--- config.mk ---
export PLATFORM = sky130hd
export DESIGN_NAME = sram_access_ctrl_flat
export DESIGN_NICKNAME = d
export VERILOG_FILES = /design/src/rtl/sram_access_ctrl_if.sv /design/src/rtl/sram_access_ctrl.sv /design/src/flat_wrapper.sv
export SDC_FILE = /design/constraint.sdc
export NUM_CORES = 1
export LEC_CHECK = 0
export BUFFER_PORTS_ARGS = -buffer_cell sky130_fd_sc_hd__clkbuf_2
export CORE_MARGIN = 1.5
export CORE_UTILIZATION = 53
export DETAILED_ROUTE_END_ITERATION = 8
export PLACE_DENSITY = 0.9
export SLEW_MARGIN = 10
export SYNTH_ARGS = -nofsm -noshare
export SYNTH_HDL_FRONTEND = slang
export SYNTH_SLANG_ARGS = --single-unit
--- constraint.sdc ---
create_clock -name clk -period 4.8 [get_ports clk]
set_clock_uncertainty 0.2 [all_clocks]
set_input_delay 0 -clock clk [delete_from_list [all_inputs] [get_ports clk]]
set_output_delay 0 -clock clk [all_outputs]
set_load 0.005 [all_outputs]
--- src/rtl/sram_access_ctrl_if.sv ---
// Request / response port bundle of the SRAM access controller.
//   master : request producer and response consumer (drives req_*, rsp_ready)
//   slave  : the controller (drives req_ready, rsp_valid, rsp_data, rsp_count)
// Request signals: req_valid, req_ready, req_write, req_addr, req_wdata.
// Response signals: rsp_valid, rsp_ready, rsp_data, rsp_count (FIFO occupancy).
interface sram_access_ctrl_if #(
  parameter int ADDR_WIDTH = 16,
  parameter int DATA_WIDTH = 16,
  parameter int RSP_DEPTH  = 4
);
  localparam int CNT_WIDTH = $clog2(RSP_DEPTH) + 1;

  logic                  req_valid;
  logic                  req_ready;
  logic                  req_write;
  logic [ADDR_WIDTH-1:0] req_addr;
  logic [DATA_WIDTH-1:0] req_wdata;

  logic                  rsp_valid;
  logic                  rsp_ready;
  logic [DATA_WIDTH-1:0] rsp_data;
  logic [CNT_WIDTH-1:0]  rsp_count;

  modport master (
    output req_valid, req_write, req_addr, req_wdata, rsp_ready,
    input  req_ready, rsp_valid, rsp_data, rsp_count
  );

  modport slave (
    input  req_valid, req_write, req_addr, req_wdata, rsp_ready,
    output req_ready, rsp_valid, rsp_data, rsp_count
  );
endinterface

--- src/rtl/sram_access_ctrl.sv ---
// Controller in front of a single-port synchronous SRAM (registered read data,
// one-cycle read latency). Requests are passed straight to the SRAM pins when
// accepted; returning read data is captured into a small response FIFO. A
// credit scheme (FIFO free slots minus the read in flight) throttles requests
// so read data can never be dropped, even when the consumer stalls.
//
// Ports:
//   clk, rst_n   : clock, asynchronous active-low reset
//   bus          : slave side of the request/response bundle
//   sram_a/di/we : address, write data and write enable to the SRAM
//   sram_enable  : SRAM access strobe, asserted only for an accepted request
//   sram_do      : SRAM read data, valid the cycle after a read access
module sram_access_ctrl #(
  parameter int ADDR_WIDTH = 16,
  parameter int DATA_WIDTH = 16,
  parameter int RSP_DEPTH  = 4
) (
  input  logic                  clk,
  input  logic                  rst_n,
  sram_access_ctrl_if.slave     bus,
  output logic [ADDR_WIDTH-1:0] sram_a,
  output logic [DATA_WIDTH-1:0] sram_di,
  output logic                  sram_enable,
  output logic                  sram_we,
  input  logic [DATA_WIDTH-1:0] sram_do
);

  localparam int PTR_WIDTH = $clog2(RSP_DEPTH);
  localparam int CNT_WIDTH = PTR_WIDTH + 1;
  localparam logic [CNT_WIDTH-1:0] DEPTH_CNT = CNT_WIDTH'(RSP_DEPTH);

  logic                  rd_pending;
  logic [PTR_WIDTH-1:0]  wr_ptr;
  logic [PTR_WIDTH-1:0]  rd_ptr;
  logic [CNT_WIDTH-1:0]  count;
  logic [CNT_WIDTH-1:0]  in_use;
  logic [DATA_WIDTH-1:0] fifo_mem [RSP_DEPTH];

  logic accept;
  logic push;
  logic pop;

  // Slots already spoken for: queued entries plus the read whose data arrives
  // this cycle. Built from registered state only, so a same-cycle pop does not
  // free a credit and req_ready has no combinational path from rsp_ready.
  assign in_use        = count + CNT_WIDTH'(rd_pending);
  assign bus.req_ready = (in_use < DEPTH_CNT) && rst_n;

  assign accept = bus.req_valid & bus.req_ready;
  assign push   = rd_pending;
  assign pop    = bus.rsp_valid & bus.rsp_ready;

  assign sram_a      = bus.req_addr;
  assign sram_di     = bus.req_wdata;
  assign sram_we     = bus.req_write;
  assign sram_enable = accept;

  assign bus.rsp_valid = (count != '0);
  assign bus.rsp_data  = fifo_mem[rd_ptr];
  assign bus.rsp_count = count;

  // NOTE: sequential state uses non-blocking assignments so every register
  // samples pre-edge values regardless of process evaluation order.
  always_ff @(posedge clk or negedge rst_n) begin
    if (!rst_n) begin
      rd_pending <= 1'b0;
      wr_ptr     <= '0;
      rd_ptr     <= '0;
      count      <= '0;
    end else begin
      // Only reads produce data; an in-flight read lives for exactly one cycle.
      rd_pending <= accept & ~bus.req_write;
      if (push) wr_ptr <= wr_ptr + PTR_WIDTH'(1);
      if (pop)  rd_ptr <= rd_ptr + PTR_WIDTH'(1);
      unique case ({push, pop})
        2'b10:   count <= count + CNT_WIDTH'(1);
        2'b01:   count <= count - CNT_WIDTH'(1);
        default: count <= count;
      endcase
    end
  end

  // NOTE: the data array has no reset; validity is tracked by count/pointers,
  // so clearing it would only cost reset fan-out.
  always_ff @(posedge clk) begin
    if (push) fifo_mem[wr_ptr] <= sram_do;
  end

  // The credit check must make overflow impossible.
  no_push_when_full: assert property (
    @(posedge clk) disable iff (!rst_n) push |-> (count != DEPTH_CNT)
  );

endmodule

--- src/flat_wrapper.sv ---
// flat-port wrapper written by rule: the top's interface ports become plain ports
module sram_access_ctrl_flat 
#(
  parameter int ADDR_WIDTH = 16,
  parameter int DATA_WIDTH = 16,
  parameter int RSP_DEPTH  = 4
)
  (clk, rst_n, sram_a, sram_di, sram_enable, sram_we, sram_do, bus_req_valid, bus_req_write, bus_req_addr, bus_req_wdata, bus_rsp_ready, bus_req_ready, bus_rsp_valid, bus_rsp_data, bus_rsp_count);
  sram_access_ctrl_if #(.ADDR_WIDTH(ADDR_WIDTH), .DATA_WIDTH(DATA_WIDTH), .RSP_DEPTH(RSP_DEPTH)) bus_i ();
  input  logic clk;
  input  logic rst_n;
  output logic [ADDR_WIDTH-1:0] sram_a;
  output logic [DATA_WIDTH-1:0] sram_di;
  output logic sram_enable;
  output logic sram_we;
  input  logic [DATA_WIDTH-1:0] sram_do;
  input wire logic [$bits(bus_i.req_valid)-1:0] bus_req_valid;
  input wire logic [$bits(bus_i.req_write)-1:0] bus_req_write;
  input wire logic [$bits(bus_i.req_addr)-1:0] bus_req_addr;
  input wire logic [$bits(bus_i.req_wdata)-1:0] bus_req_wdata;
  input wire logic [$bits(bus_i.rsp_ready)-1:0] bus_rsp_ready;
  output wire logic [$bits(bus_i.req_ready)-1:0] bus_req_ready;
  output wire logic [$bits(bus_i.rsp_valid)-1:0] bus_rsp_valid;
  output wire logic [$bits(bus_i.rsp_data)-1:0] bus_rsp_data;
  output wire logic [$bits(bus_i.rsp_count)-1:0] bus_rsp_count;
  assign bus_i.req_valid = bus_req_valid;
  assign bus_i.req_write = bus_req_write;
  assign bus_i.req_addr = bus_req_addr;
  assign bus_i.req_wdata = bus_req_wdata;
  assign bus_i.rsp_ready = bus_rsp_ready;
  assign bus_req_ready = bus_i.req_ready;
  assign bus_rsp_valid = bus_i.rsp_valid;
  assign bus_rsp_data = bus_i.rsp_data;
  assign bus_rsp_count = bus_i.rsp_count;
  sram_access_ctrl #(.ADDR_WIDTH(ADDR_WIDTH), .DATA_WIDTH(DATA_WIDTH), .RSP_DEPTH(RSP_DEPTH)) u_core (.clk(clk), .rst_n(rst_n), .bus(bus_i), .sram_a(sram_a), .sram_di(sram_di), .sram_enable(sram_enable), .sram_we(sram_we), .sram_do(sram_do));
endmodule
==> metrics.txt, run 1 <==
synthesis-to-finish area growth 23.8%; commonest non-fill, non-tap cell in the layout edfxtp_1; worst hold margin 0.225 ns; initial antenna violation count 0; Multi-input gate area 628 um2; hpwl dp 3.26 mm; R2R cell count 7; clk sinks 72; dpl cell area 0.00308 mm2; die width 79.1 um; Layout Cells excl Fill 307; Total Nets Final 289; post-synthesis cell count 160; Antenna Cells 0; drt via density 5.14; Port Buffers 43; crit end category output pin; Avg Cell Area, Syn 19.2 um2; worst-case vdd ir drop 0.280 mV; core region area 0.00554 mm2; Post-CTS Resized 0; clock slew at reported path FFs 0.07 ns; synthesized area 0.00307 mm2; Die Y 79.1 um; residual DRC count 0; worst slew pin tran 0.998 ns; sequential area share after synthesis 0.692; drt pass-1 iters 4; Root Buffer clkbuf_8; first-pass GRT wire length 8.40 mm; RePlAce Congestion 0.706; GRT overflow 0; cell row count 27; Placed Cells 237; Post-Route WL 5.50 mm; crit path kind reg2out; Post-synth ARST share 0.111; fraction of layout cells with a size suffix above 1 0.268; number of nets still failing antenna checks after routing 0; Pwr Density 445 mW/mm2; initial core utilization 0.554; CTS tree done; Tot Pwr 1690 uW; die area 0.00625 mm2; pin count of the biggest net entering global routing 19; worst hold path type in2reg; cts bufs inserted 9; # Max-Cap Violations 0; CTS Hold Bufs 54; overall routing resource usage 0.188; final hold vios 0; fill count 365; clk_lat worst skew 0.33 ns; I/O pins 108; vias in the first global route 1654; critical path startpoint category flop; Post-synth EDFFs 64; cell accounting for the most synthesized area edfxtp_1; top_reg_cell synth edfxtp_1; syn nets 219; #FFs+latches synth 72; LEAKAGE 0.00145 uW; design area 0.00380 mm2; Req. time, crit path 4.60 ns; period utilization 0.494; routed via count 1577; Distinct cells, synth 23; Synth area leaders edfxtp_1, buf_4, mux4_1, dfrtp_1, mux4_2; most frequent cells in the layout edfxtp_1, dlygate4sd3_1, clkbuf_2; RSZ-0062 raised after global routing false; Max Fclk 422 MHz; slew margin rel. 0.335; Avg WL per Cell 17.9 um; FF/Latch Area 0.00212 mm2; Synth Warn # 0; Iteration-0 DRC Markers 68; share of the synthesized area in the top cell type 0.627; setup bufs post-CTS 0; critical path peak fanout 18; # H-tree levels 3; clk buf depth 2; Worst Path Arrival 2.17 ns; Final Setup Violations 0; Slew Viols, Final 0; fin crit period 2.37 ns; hold depth 2; outcome complete, no violations; Fin Setup TNS 0 ns
state kept, by name, summed over array words and instances, names as in the netlist:
name,cells
u_core.rd_ptr,2
u_core.wr_ptr,2
u_core.bus.rsp_count,3
u_core.push,1
u_core.fifo_mem,64
cells by family after synthesis:
group,after synthesis,share of synthesized area
adders and majority gates,6,0.0269
xor gates and xnor gates,7,0.0200
AOI/OAI and AO/OA,2,0.00449
buffers and inverters,44,0.103
DFF,72,0.692
muxes,17,0.131
and+or+nand+nor,12,0.0228
critical path: stages, from the launching register on:
cell	delay [ns]
dfrtp_1	1.00
mux4_1	0.70
clkbuf_2	0.14
metal layers:
metal	vias to the layer above	global-route usage	part of all wire
li1	716	-	-
met1	782	0.229	0.40
met2	73	0.326	0.54
met3	6	0.0529	0.054
met4	0	0.0614	0.011
met5	-	0	0
synth_stat cells (all sizes together), types with 2 or more instances:
cell,n
and2,5
buf,38
dfrtp,8
edfxtp,64
ha,5
inv,6
mux4,16
nand2,2
xnor2,2
xor2,5
report_power, final:
part	switching, uW	total [uW]	internal [uW]
registers	104	840	735
logic	150	406	256
clock network	207	442	235
metrics by stage:
stage	worst slack, ns	util
2_1_floorplan	2.92	-
3_3_place_gp	2.79	0.556
3_5_place_dp	2.75	0.556
4_1_cts	2.37	0.685
5_1_grt	2.31	0.685
6_report	2.43	0.685
final cells by class:
| class | count | share of cell area |
|---|---|---|
| Tap cell | 72 | 0.0237 |
| Timing Repair Buffer | 97 | 0.199 |
| Sequential cell | 72 | 0.559 |
| Clock buffer | 11 | 0.0346 |
| Clock inverter | 5 | 0.0125 |
| Inverter | 6 | 0.00593 |
| Multi-Input combinational cell | 44 | 0.165 |
path summary, 6_finish.rpt:
kind | startpoint | slack (ns) | end
max | u_core.rd_ptr[0]$_DFFE_PN0P_ | 2.43 | bus_rsp_data[2]
min | sram_do[13] | 0.23 | u_core.fifo_mem[3][13]$_DFFE_PP_
max reg2reg | u_core.bus.rsp_count[0]$_DFFE_PN0P_ | 2.79 | u_core.bus.rsp_count[2]$_DFFE_PN0P_
min reg2reg | u_core.wr_ptr[0]$_DFFE_PN0P_ | 0.35 | u_core.wr_ptr[0]$_DFFE_PN0P_
max in group asynchronous | rst_n | 3.63 | u_core.rd_ptr[0]$_DFFE_PN0P_
min in group asynchronous | rst_n | 0.49 | u_core.bus.rsp_count[0]$_DFFE_PN0P_
Power figures use the tool's default switching activity.
==> run 2: changes to the inputs <==
Settings changed: ABC_AREA set to 1, CORE_UTILIZATION 53 to 50, PLACE_DENSITY 0.9 to 0.86.
Clock period 4.8 ns to 2.35 ns, I/O delays scaled along.
==> metrics.txt, run 2 <==
die area 0.00680 mm2; Req. time, crit path 2.41 ns; Antenna Cells 0; core region area 0.00603 mm2; Port Buffers 43; cell with the most instances after synthesis edfxtp_1; cell row count 28; slew margin rel. 0.580; # H-tree levels 3; Synth area leaders edfxtp_1, buf_4, dfrtp_1, o21ai_1, nor2_1; initial antenna violation count 0; #FFs+latches synth 72; hold depth 4; drt pass-1 iters 4; overall routing resource usage 0.189; worst slew pin tran 0.629 ns; vias in the first global route 1977; first-pass GRT wire length 9.20 mm; worst hold path type in2out; fraction of layout cells with a size suffix above 1 0.254; cell accounting for the most synthesized area edfxtp_1; cts bufs inserted 9; critical path peak fanout 5; Iteration-0 DRC Markers 162; worst setup path endpoint u_core.bus.rsp_count[2]$_DFFE_PN0P_; initial core utilization 0.524; clock slew at reported path FFs 0.07 ns; sequential area share after synthesis 0.672; crit path kind reg2reg; die width 82.5 um; LEAKAGE 0.00152 uW; Max Fclk 452 MHz; Root Buffer clkbuf_8; Post-synth top cells edfxtp_1, buf_4, nor2_1; Die Y 82.5 um; Post-synth EDFFs 64; R2R Setup Slk 0.14 ns; fin crit period 2.21 ns; clk sinks 72; GRT overflow 0; commonest non-fill, non-tap cell in the layout edfxtp_1; worst-case vdd ir drop 0.576 mV; Tot Pwr 3850 uW; clk buf depth 2; number of nets still failing antenna checks after routing 0; outcome complete, no violations; I/O pins 108; most flop-heavy register u_core.fifo_mem; post-layout util 0.649; critical path startpoint category flop; Distinct cells, synth 25; Slew Viols, Final 0; Final Setup Violations 0; Fin Setup TNS 0 ns; synthesized area 0.00316 mm2; Post-Route WL 5.99 mm; FF-to-FF Start u_core.bus.rsp_count[0]$_DFFE_PN0P_; Worst Slack Setup Final 0.139 ns; syn nets 301; # Max-Cap Violations 0; Synth Warn # 0; synthesis-to-finish area growth 23.9%; Worst Path Arrival 2.27 ns; Avg Cell Area, Syn 13.0 um2; crit end category flop; residual DRC count 0; R2R cell count 10; drt via density 5.22; Avg WL per Cell 15.2 um; RePlAce Congestion 0.760; post-synthesis cell count 242; most frequent cells in the layout edfxtp_1, dlygate4sd3_1, clkbuf_2; Post-synth ARST share 0.111; CTS tree done; share of the synthesized area in the top cell type 0.609; dpl ws 0.159 ns; routed via count 2055; max reg flops 64; Placed Cells 324; Layout Cells excl Fill 394; Total Nets Final 373; hpwl dp 3.66 mm; final hold vios 0; pin count of the biggest net entering global routing 35; critical path launch point u_core.bus.rsp_count[0]$_DFFE_PN0P_; period utilization 0.941; worst reg2reg endpoint u_core.bus.rsp_count[2]$_DFFE_PN0P_; Pwr Density 985 mW/mm2; fill count 439; clk_lat worst skew 0.33 ns; top_reg_cell synth edfxtp_1
run 2: changes by cell type in the layout (fill, tap and decap cells not counted), sizes merged, moves of 3 or more:
cell   before  now
inv         6   15
nor2        1   33
o22ai       0   16
and2        5    0
o21ai       1   35
buf         0    7
nand2       2   10
mux4       16    0
nand3       1    4
run 2: what timing repair did:
action	in CTS	in global routing
endpoints found under the setup margin	0	1
hold buffers	53	0
setup buffers	0	1
endpoints found under the hold margin	108	0
resized for setup	0	1
run 2: how the worst min path moves through the flow:
| stage | start | endpoint | slack, ns |
|---|---|---|---|
| 3_3_place_gp | rst_n | u_core.bus.rsp_count[1]$_DFFE_PN0P_ | -0.33 |
| 3_5_place_dp | rst_n | u_core.bus.rsp_count[0]$_DFFE_PN0P_ | -0.33 |
| 5_1_grt | bus_req_valid | sram_enable | 0.14 |
| 6_report | bus_req_valid | sram_enable | 0.13 |
| 4_1_cts | bus_req_valid | sram_enable | 0.13 |
| 2_1_floorplan | rst_n | u_core.bus.rsp_count[0]$_DFFE_PN0P_ | -0.50 |
run 2: per-layer routing:
metal,part of all wire,vias up,GRT usage
li1,-,966,-
met1,0.37,959,0.217
met5,0,-,0
met3,0.086,10,0.0626
met4,0.012,0,0.0898
met2,0.53,120,0.317
run 2: cells by family (layout without fill, tap and decap cells):
kind of cell    Yosys count  in the layout  synth area share
simple gates             50             50            0.0682
compound gates           52             52            0.0994
xor+xnor                  4              4            0.0111
buf+inv                  58            135             0.123
flops                    72             72             0.672
fa+ha+maj                 6              6            0.0261
run 2: worst max-delay path, stage by stage, from the launching register on:
cell and delay [ns]:
dfrtp_2 0.42, inv_1 0.09, nand3_1 0.12, nand2_1 0.11, clkinv_1 0.08, ha_1 0.14
inv_1 0.06, fa_1 0.38, or2_2 0.30, nand2_1 0.08, xor2_1 0.15
run 2: layout make-up:
class / count / area, um2 / area share
Timing Repair Buffer: 103 / 798 / 0.204
Inverter: 16 / 62.6 / 0.0160
Tap cell: 75 / 93.8 / 0.0240
Clock buffer: 9 / 124 / 0.0317
Clock inverter: 7 / 62.6 / 0.0160
Sequential cell: 72 / 2120 / 0.543
Multi-Input combinational cell: 112 / 647 / 0.165
run 2: stage by stage:
| step | hold WS (ns) | cell area [um2] |
|---|---|---|
| 3_5_place_dp | -0.331 | 3190 |
| 4_1_cts | 0.125 | 3900 |
| 6_report | 0.126 | 3910 |
| 2_1_floorplan | -0.496 | 3160 |
| 5_1_grt | 0.137 | 3910 |
| 3_3_place_gp | -0.332 | 3190 |
run 2: report_power, final:
group	switching (uW)	internal (uW)	total, uW
registers	118	1510	1620
logic	757	557	1310
clock network	434	479	912
==> run 3: changes to the inputs <==
==> constraint.sdc (replaced) <==
create_clock -name clk -period 2.35 [get_ports clk]
set_clock_uncertainty 0.2 [all_clocks]
set_input_delay 0.1175 -clock clk [delete_from_list [all_inputs] [get_ports clk]]
set_output_delay 0.1175 -clock clk [all_outputs]
set_load 0.02 [all_outputs]
==> metrics.txt, run 3 (synthesized netlist as in run 2, its figures left out) <==
cts bufs inserted 9; drt via density 5.16; Max Fclk 454 MHz; hold depth 0; # H-tree levels 3; Port Buffers 43; worst slew pin tran 0.421 ns; fraction of layout cells with a size suffix above 1 0.286; Antenna Cells 0; clk_lat worst skew 0.33 ns; first-pass GRT wire length 8.25 mm; RePlAce Congestion 0.804; GRT overflow 0; initial antenna violation count 0; worst-case vdd ir drop 0.685 mV; Worst Slack Setup Final 0.146 ns; CTS tree done; Worst Path Arrival 2.25 ns; core region area 0.00603 mm2; CP max-delay cell dfrtp_2; max reg flops 64; Avg WL per Cell 15.4 um; R2R cell count 10; # Max-Cap Violations 0; hpwl dp 3.59 mm; design area 0.00359 mm2; Fin Setup TNS 0 ns; Die Y 82.5 um; residual DRC count 0; fin crit period 2.20 ns; RSZ-0062 raised after global routing false; critical path peak fanout 5; pin count of the biggest net entering global routing 35; Final Setup Violations 0; routed via count 1867; Pwr Density 1130 mW/mm2; commonest non-fill, non-tap cell in the layout edfxtp_1; overall routing resource usage 0.173; clock slew at reported path FFs 0.06 ns; period utilization 0.938; CP peak stage delay 0.40 ns; fill count 457; Req. time, crit path 2.40 ns; worst hold path type in2out; Slew Viols, Final 0; crit path kind reg2reg; initial core utilization 0.524; clk sinks 72; vias in the first global route 1772; clk buf depth 2; die width 82.5 um; most flop-heavy register u_core.fifo_mem; I/O pins 108; slew margin rel. 0.720; Total Nets Final 341; final hold vios 0; Post-Route WL 5.57 mm; Root Buffer clkbuf_8; worst hold margin 0.0350 ns; synthesis-to-finish area growth 13.8%; dpl ws 0.152 ns; drt pass-1 iters 4; dpl cell area 0.00319 mm2; die area 0.00680 mm2; LEAKAGE 0.00138 uW; number of nets still failing antenna checks after routing 0; crit end category flop; Iteration-0 DRC Markers 102; most frequent cells in the layout edfxtp_1, clkbuf_2, nor2_1; critical path startpoint category flop; cell chain of the critical path inv_1, nand3_1, nand2_1, clkinv_1, ha_1, inv_1, fa_1, or2_2, nand2_1, xor2_1; outcome complete, no violations; cell row count 28
[run 3: per-stage QoR]
stage           util  std cells  total power [uW]
2_1_floorplan      -        242              2840
3_3_place_gp   0.529        324              3100
3_5_place_dp   0.529        324              3150
4_1_cts        0.595        361              4080
5_1_grt        0.597        362              4310
6_report       0.597        362              4070
[run 3: cell type report]
type / instances / area [um2] / area share
timing repair buffer: 71 / 478 / 0.133
clock inverter: 5 / 57.6 / 0.0160
multi-input combinational: 112 / 647 / 0.180
clock buffer: 11 / 131 / 0.0365
inverter: 16 / 62.6 / 0.0174
sequential: 72 / 2120 / 0.591
tap: 75 / 93.8 / 0.0261
[run 3: what timing repair did]
item	in CTS	in global routing
buffers inserted	0	1
endpoints found under the hold margin	75	0
hold buffers	21	0
setup endpoints to repair	0	2
gates resized for setup	0	1
[run 3: worst paths after layout]
check	startpoint	to	slack, ns
max in group asynchronous	rst_n	u_core.bus.rsp_count[0]$_DFFE_PN0P_	1.03
min reg2reg	u_core.bus.rsp_count[1]$_DFFE_PN0P_	u_core.bus.rsp_count[1]$_DFFE_PN0P_	0.32
max reg2reg	u_core.bus.rsp_count[0]$_DFFE_PN0P_	u_core.bus.rsp_count[2]$_DFFE_PN0P_	0.15
max	u_core.bus.rsp_count[0]$_DFFE_PN0P_	u_core.bus.rsp_count[2]$_DFFE_PN0P_	0.15
min in group asynchronous	rst_n	u_core.rd_ptr[0]$_DFFE_PN0P_	0.59
min	bus_req_addr[7]	sram_a[7]	0.04
[run 3: layer usage]
metal	global-route usage	wire (um)	up-vias
met3	0.0352	278	20
met4	0.0949	130	0
li1	-	-	899
met5	0	0	-
met2	0.315	3080	74
met1	0.186	2070	874
[run 3: power breakdown]
part	switching [uW]	internal [uW]	leakage, uW	total, uW
clock network	422	489	0.0000856	910
registers	107	1510	0.000672	1620
logic	1020	525	0.000626	1540
total	1550	2520	0.00138	4070
[run 3: worst max-delay path: cells and delay by family, from the launching register on]
kind | cells | cell delay (ns)
flip-flops | 1 | 0.40
buffers and inverters | 3 | 0.24
adder cells (fa/ha/maj) | 2 | 0.54
XOR/XNOR | 1 | 0.16
AND/OR/NAND/NOR | 4 | 0.58
